===== src/rtl/mem_arb_pkg.sv =====
// Shared types for the instruction/data memory port arbiter.
// States, requester ids and the default poison read value.
package mem_arb_pkg;

    typedef enum logic [1:0] {
        IDLE,
        ISSUE,
        WAIT,
        ACK
    } arb_state_e;

    typedef enum logic {
        PORT_INSTR,
        PORT_DATA
    } port_id_e;

    localparam logic [31:0] ERR_RDATA_DEFAULT = 32'hDEAD_BEEF;

endpackage


===== src/rtl/MemPort.sv =====
// Core-side memory port bundle.
// The master drives a request, the slave returns ready and rdata.
interface MemPort;

    logic        valid;
    logic        ready;
    logic [31:0] addr;
    logic [31:0] rdata;
    logic        write_en;
    logic [3:0]  byte_en;
    logic [31:0] wdata;

    modport Master (
        output valid, addr, write_en, byte_en, wdata,
        input  ready, rdata
    );

    modport Slave (
        input  valid, addr, write_en, byte_en, wdata,
        output ready, rdata
    );

endinterface


===== src/rtl/rr_arbiter_2.sv =====
// Two-way round-robin picker: bit 0 is instr, bit 1 is data.
// On a granted update the pointer moves to the loser.
module rr_arbiter_2
    import mem_arb_pkg::*;
(
    input  logic [1:0] req,
    input  port_id_e   ptr,
    input  logic       update,
    output logic [1:0] grant,
    output port_id_e   ptr_next
);

    always_comb begin
        grant = 2'b00;
        unique case (req)
            2'b01:   grant = 2'b01;
            2'b10:   grant = 2'b10;
            2'b11:   grant = (ptr == PORT_INSTR) ? 2'b01 : 2'b10;
            default: grant = 2'b00;
        endcase
    end

    always_comb begin
        ptr_next = ptr;
        if (update && (grant != 2'b00)) begin
            ptr_next = grant[0] ? PORT_DATA : PORT_INSTR;
        end
    end

endmodule


===== src/rtl/mem_port_arbiter.sv =====
// Merges instr and data MemPorts onto one variable-latency bus,
// one transaction at a time, with a poisoning watchdog.
module mem_port_arbiter
    import mem_arb_pkg::*;
#(
    parameter int unsigned TIMEOUT_CYCLES = 255,
    parameter logic [31:0] ERR_RDATA      = ERR_RDATA_DEFAULT
) (
    input  logic        clk,
    input  logic        rst,
    MemPort.Slave       instr_port,
    MemPort.Slave       data_port,
    output logic        bus_req,
    input  logic        bus_gnt,
    output logic [31:0] bus_addr,
    output logic        bus_we,
    output logic [3:0]  bus_be,
    output logic [31:0] bus_wdata,
    input  logic        bus_rvalid,
    input  logic [31:0] bus_rdata,
    output logic        bus_timeout_err
);

    localparam int CW = (TIMEOUT_CYCLES == 0) ? 1
                      : $clog2(TIMEOUT_CYCLES + 1);
    localparam logic [CW-1:0] CNT_LIMIT = CW'(TIMEOUT_CYCLES);

    arb_state_e    state;
    arb_state_e    state_next;
    port_id_e      winner;
    port_id_e      rr_ptr;
    port_id_e      rr_ptr_next;
    logic [1:0]    req_vec;
    logic [1:0]    grant;
    logic          start;
    logic [CW-1:0] wd_cnt;
    logic [CW-1:0] wd_inc;
    logic          wd_expire;
    logic [31:0]   rdata_q;

    assign req_vec = {data_port.valid, instr_port.valid};
    assign start   = (state == IDLE) && (req_vec != 2'b00);

    rr_arbiter_2 u_rr (
        .req      (req_vec),
        .ptr      (rr_ptr),
        .update   (start),
        .grant    (grant),
        .ptr_next (rr_ptr_next)
    );

    // Saturating count; expiry fires on the WAIT cycle that reaches the limit
    assign wd_inc    = (wd_cnt == {CW{1'b1}}) ? wd_cnt : wd_cnt + 1'b1;
    assign wd_expire = (TIMEOUT_CYCLES != 0) && (wd_inc == CNT_LIMIT);

    always_ff @(posedge clk) begin
        if (rst) begin
            state <= IDLE;
        end else begin
            state <= state_next;
        end
    end

    always_comb begin
        state_next = state;
        unique case (state)
            IDLE:  if (req_vec != 2'b00) state_next = ISSUE;
            ISSUE: if (bus_gnt) state_next = WAIT;
            WAIT:  if (bus_rvalid || wd_expire) state_next = ACK;
            ACK:   state_next = IDLE;
            default: state_next = IDLE;
        endcase
    end

    always_comb begin
        bus_req          = (state == ISSUE);
        instr_port.ready = (state == ACK) && (winner == PORT_INSTR);
        data_port.ready  = (state == ACK) && (winner == PORT_DATA);
        instr_port.rdata = rdata_q;
        data_port.rdata  = rdata_q;
    end

    always_ff @(posedge clk) begin
        if (rst) begin
            winner          <= PORT_INSTR;
            rr_ptr          <= PORT_INSTR;
            bus_addr        <= '0;
            bus_we          <= 1'b0;
            bus_be          <= '0;
            bus_wdata       <= '0;
            wd_cnt          <= '0;
            rdata_q         <= '0;
            bus_timeout_err <= 1'b0;
        end else begin
            rr_ptr <= rr_ptr_next;
            unique case (state)
                IDLE: begin
                    if (req_vec != 2'b00) begin
                        if (grant[1]) begin
                            winner    <= PORT_DATA;
                            bus_addr  <= data_port.addr;
                            bus_we    <= data_port.write_en;
                            bus_be    <= data_port.byte_en;
                            bus_wdata <= data_port.wdata;
                        end else begin
                            winner    <= PORT_INSTR;
                            bus_addr  <= instr_port.addr;
                            bus_we    <= instr_port.write_en;
                            bus_be    <= instr_port.byte_en;
                            bus_wdata <= instr_port.wdata;
                        end
                    end
                end
                ISSUE: begin
                    if (bus_gnt) wd_cnt <= '0;
                end
                WAIT: begin
                    if (bus_rvalid) begin
                        rdata_q <= bus_rdata;
                    end else begin
                        wd_cnt <= wd_inc;
                        if (wd_expire) begin
                            rdata_q         <= ERR_RDATA;
                            bus_timeout_err <= 1'b1;
                        end
                    end
                end
                default: ;
            endcase
        end
    end

endmodule


===== src/flat_wrapper.sv =====
// flat-port wrapper written by rule: the top's interface ports become plain ports
module mem_port_arbiter_flat import mem_arb_pkg::*;
#(
    parameter int unsigned TIMEOUT_CYCLES = 255,
    parameter logic [31:0] ERR_RDATA      = ERR_RDATA_DEFAULT
)
  (clk, rst, bus_req, bus_gnt, bus_addr, bus_we, bus_be, bus_wdata, bus_rvalid, bus_rdata, bus_timeout_err, instr_port_valid, instr_port_addr, instr_port_write_en, instr_port_byte_en, instr_port_wdata, instr_port_ready, instr_port_rdata, data_port_valid, data_port_addr, data_port_write_en, data_port_byte_en, data_port_wdata, data_port_ready, data_port_rdata);
  MemPort instr_port_i ();
  MemPort data_port_i ();
  input  logic clk;
  input  logic rst;
  output logic bus_req;
  input  logic bus_gnt;
  output logic [31:0] bus_addr;
  output logic bus_we;
  output logic [3:0] bus_be;
  output logic [31:0] bus_wdata;
  input  logic bus_rvalid;
  input  logic [31:0] bus_rdata;
  output logic bus_timeout_err;
  input wire logic [$bits(instr_port_i.valid)-1:0] instr_port_valid;
  input wire logic [$bits(instr_port_i.addr)-1:0] instr_port_addr;
  input wire logic [$bits(instr_port_i.write_en)-1:0] instr_port_write_en;
  input wire logic [$bits(instr_port_i.byte_en)-1:0] instr_port_byte_en;
  input wire logic [$bits(instr_port_i.wdata)-1:0] instr_port_wdata;
  output wire logic [$bits(instr_port_i.ready)-1:0] instr_port_ready;
  output wire logic [$bits(instr_port_i.rdata)-1:0] instr_port_rdata;
  input wire logic [$bits(data_port_i.valid)-1:0] data_port_valid;
  input wire logic [$bits(data_port_i.addr)-1:0] data_port_addr;
  input wire logic [$bits(data_port_i.write_en)-1:0] data_port_write_en;
  input wire logic [$bits(data_port_i.byte_en)-1:0] data_port_byte_en;
  input wire logic [$bits(data_port_i.wdata)-1:0] data_port_wdata;
  output wire logic [$bits(data_port_i.ready)-1:0] data_port_ready;
  output wire logic [$bits(data_port_i.rdata)-1:0] data_port_rdata;
  assign instr_port_i.valid = instr_port_valid;
  assign instr_port_i.addr = instr_port_addr;
  assign instr_port_i.write_en = instr_port_write_en;
  assign instr_port_i.byte_en = instr_port_byte_en;
  assign instr_port_i.wdata = instr_port_wdata;
  assign instr_port_ready = instr_port_i.ready;
  assign instr_port_rdata = instr_port_i.rdata;
  assign data_port_i.valid = data_port_valid;
  assign data_port_i.addr = data_port_addr;
  assign data_port_i.write_en = data_port_write_en;
  assign data_port_i.byte_en = data_port_byte_en;
  assign data_port_i.wdata = data_port_wdata;
  assign data_port_ready = data_port_i.ready;
  assign data_port_rdata = data_port_i.rdata;
  mem_port_arbiter #(.TIMEOUT_CYCLES(TIMEOUT_CYCLES), .ERR_RDATA(ERR_RDATA)) u_core (.clk(clk), .rst(rst), .instr_port(instr_port_i), .data_port(data_port_i), .bus_req(bus_req), .bus_gnt(bus_gnt), .bus_addr(bus_addr), .bus_we(bus_we), .bus_be(bus_be), .bus_wdata(bus_wdata), .bus_rvalid(bus_rvalid), .bus_rdata(bus_rdata), .bus_timeout_err(bus_timeout_err));
endmodule

===== config.mk =====
export PLATFORM = sky130hd
export DESIGN_NAME = mem_port_arbiter_flat
export DESIGN_NICKNAME = d
export VERILOG_FILES = /design/src/rtl/mem_arb_pkg.sv /design/src/rtl/MemPort.sv /design/src/rtl/rr_arbiter_2.sv /design/src/rtl/mem_port_arbiter.sv /design/src/flat_wrapper.sv
export SDC_FILE = /design/constraint.sdc
export NUM_CORES = 1
export LEC_CHECK = 0
export CORE_AREA = 2 2 122 124
export CTS_BUF_LIST = sky130_fd_sc_hd__clkbuf_4 sky130_fd_sc_hd__clkbuf_8 sky130_fd_sc_hd__clkbuf_16
export CTS_CLUSTER_SIZE = 28
export DETAILED_ROUTE_END_ITERATION = 6
export DIE_AREA = 0 0 124 126
export DONT_BUFFER_PORTS = 1
export SLEW_MARGIN = 30
export SYNTH_ARGS = -nofsm -noshare
export SYNTH_HDL_FRONTEND = slang
export SYNTH_HIERARCHICAL = 1
export SYNTH_SLANG_ARGS = --single-unit

===== constraint.sdc =====
create_clock -name clk -period 2.25 [get_ports clk]
set_input_delay 0.45 -clock clk [delete_from_list [all_inputs] [get_ports clk]]
set_output_delay 0.45 -clock clk [all_outputs]
set_load 0.005 [all_outputs]

==> run metrics <==
run status=finished clean; antenna violations before repair=0; total clock buffers created by CTS=17; total global-route track usage=16.2%; Initial DRC Count=177; maximum level of the CTS H-tree=4; Setup crit start kind=flop; Clock Tree Root=clkbuf_16; Clock Sink Count=114; worst path arrival time=2.46 ns; beginning of the critical path=u_core/wd_cnt[1]$_SDFFE_PP0P_; number of placed I/O pins=313; first-pass detailed-route iteration total=4; final cell area excluding filler cells=0.00579 mm²; total wire length after detailed routing=13100 µm; Die ar.=0.0156 mm²; via count of the first global-routing pass=3915; total power=7.52 mW; Final Net Count=715; largest fanout on the critical path=12; pin slew with the least headroom to its limit=0.404 ns; syn nets=764; area delta synth->final=9.59%; maximum resistive drop on vdd=0.000505 V; worst setup skew after layout=0.00749 ns; number of cell instances on the worst register-to-register path=7; biggest cell delay along the critical path=0.41 ns; required arrival time at the worst endpoint=2.60 ns; number of slew-limit violations in the final report=0; share of post-route cells with drive strength above 1=10.6%; TritonCTS clock tree=done; power density over cell area=1300 mW/mm²; number of standard-cell rows in the floorplan=44; total congestion overflow after global routing=0; yosys warns=6; Final period util=93.9%; Detail Placement HPWL=9390 µm; final setup violating endpoints=0; maximum number of pins on one net before global-route repair=109; Hold Crit Endpoint=u_core/state[0]$_SDFFE_PP0P_; instance count on the critical path=7; remaining routing DRC violations=0; maximum achievable frequency=473 MHz; Avg Inst Size Synth=9.06 µm²; Crit Path Class=reg2reg; number of buffers on the longest clock path=2; worst hold start=rst; Area after DPL=0.00517 mm²; max capacitance violation total=0; post-layout min period=2.11 ns; horizontal die dimension=124 µm; worst reg-to-reg setup slack=0.14 ns; relative max-transition margin=73.1%; Gate Count Post-Synth=583; insertion delay of the later-clocked pin in the worst-skew pair=0.40 ns; reg-to-reg critical path startpoint=u_core/wd_cnt[1]$_SDFFE_PP0P_; Final GP Congestion=0.881; post-route ant nets=0; Tightest Hold Check Type=in2reg; DR WL/cell=18.0 µm; Fin. Hold Viols=0; Hold Worst Slack=0.137 ns; crit path cell chain=ha_2 > and4_2 > nand4_1 > a221oi_4 > buf_4 > o21a_4 > o21a_1; static leakage power=2.17 nW; via count=4020; Setup crit end kind=flop; WP buf/inv=1; end-of-flow core utilization=40.4%; wire length of the first global-routing pass=19500 µm; Initial Utilization=36.9%; synthesized cell area=0.00528 mm²; slowest library cell on the worst path=dfxtp_1; vertical die dimension=126 µm; number of vias per cell after detailed routing=5.50; kind of cell adding the most delay to the critical path=compound AO/OA/AOI/OAI gates; depth of the worst hold-timing path=1; core footprint=0.0143 mm²; diodes inserted=0; CTS Hold Buffers Added=0; clock edge transition at the registers on the reported setup and hold paths=0.05 ns; I/O Buffers=0; r2r endpoint=u_core/data_port.rdata[10]$_SDFFE_PP0P_
report_power, final:
group          switching [mW]  internal [mW]
clock                   0.906           1.68
sequential              0.473           2.56
combinational            1.12          0.773
total                    2.50           5.02
state kept, by name (all words and copies together), names as in the netlist:
signal and flops:
u_core/winner 1, u_core/bus_be 4, u_core/bus_wdata 32, u_core/bus_addr 32, u_core/data_port.rdata 32, u_core/state 2
u_core/wd_cnt 8, u_core/bus_timeout_err 1, u_core/bus_we 1, u_core/rr_ptr 1
cells in the final DEF, fill, tap and decap left out, drive strengths merged, types with 5 or more instances in the layout:
master / n
nor2: 128
dfxtp: 114
mux2i: 71
a211oi: 71
o21a: 26
clkbuf: 24
a21oi: 16
nand2: 14
nand3: 11
buf: 9
o21ai: 6
nor2b: 5
ha: 5
area by class of cell:
class	instances	area, µm²
Fill cell	1417	8520
Multi-Input combinational cell	388	2570
Timing Repair Buffer	9	105
Tap cell	184	230
Sequential cell	114	2280
Inverter	4	15.0
Clock buffer	24	509
Clock inverter	8	76.3
worst max-delay path by stage:
stage	slack [ns]	end
floorplan	0.35	u_core/data_port.rdata[10]$_SDFFE_PP0P_
global placement	0.18	u_core/data_port.rdata[3]$_SDFFE_PP0P_
detailed placement	0.10	u_core/data_port.rdata[15]$_SDFFE_PP0P_
CTS	0.09	u_core/data_port.rdata[10]$_SDFFE_PP0P_
global route	-0.03	u_core/data_port.rdata[5]$_SDFFE_PP0P_
finish	0.14	u_core/data_port.rdata[10]$_SDFFE_PP0P_
stage by stage:
step                std cells  TNS, ns  setup WS [ns]
finish                    731        0          0.137
global route              731   -0.182        -0.0283
CTS                       729        0         0.0904
detailed placement        697        0          0.105
global placement          697        0          0.180
floorplan                 583        0          0.352
per-layer routing:
| metal | routed length, µm | GRT usage [%] | up-vias |
|---|---|---|---|
| li1 | - | - | 1944 |
| met1 | 4990 | 17.5 | 1840 |
| met2 | 6600 | 27.4 | 219 |
| met3 | 1280 | 6.97 | 17 |
| met4 | 269 | 7.27 | 0 |
| met5 | 0 | 0 | - |
what timing repair did:
action,4_1_cts,5_1_grt
gates resized for setup,0,5
buffers inserted,0,1
setup endpoints to repair,0,24
(Power assumes the default switching activity.)
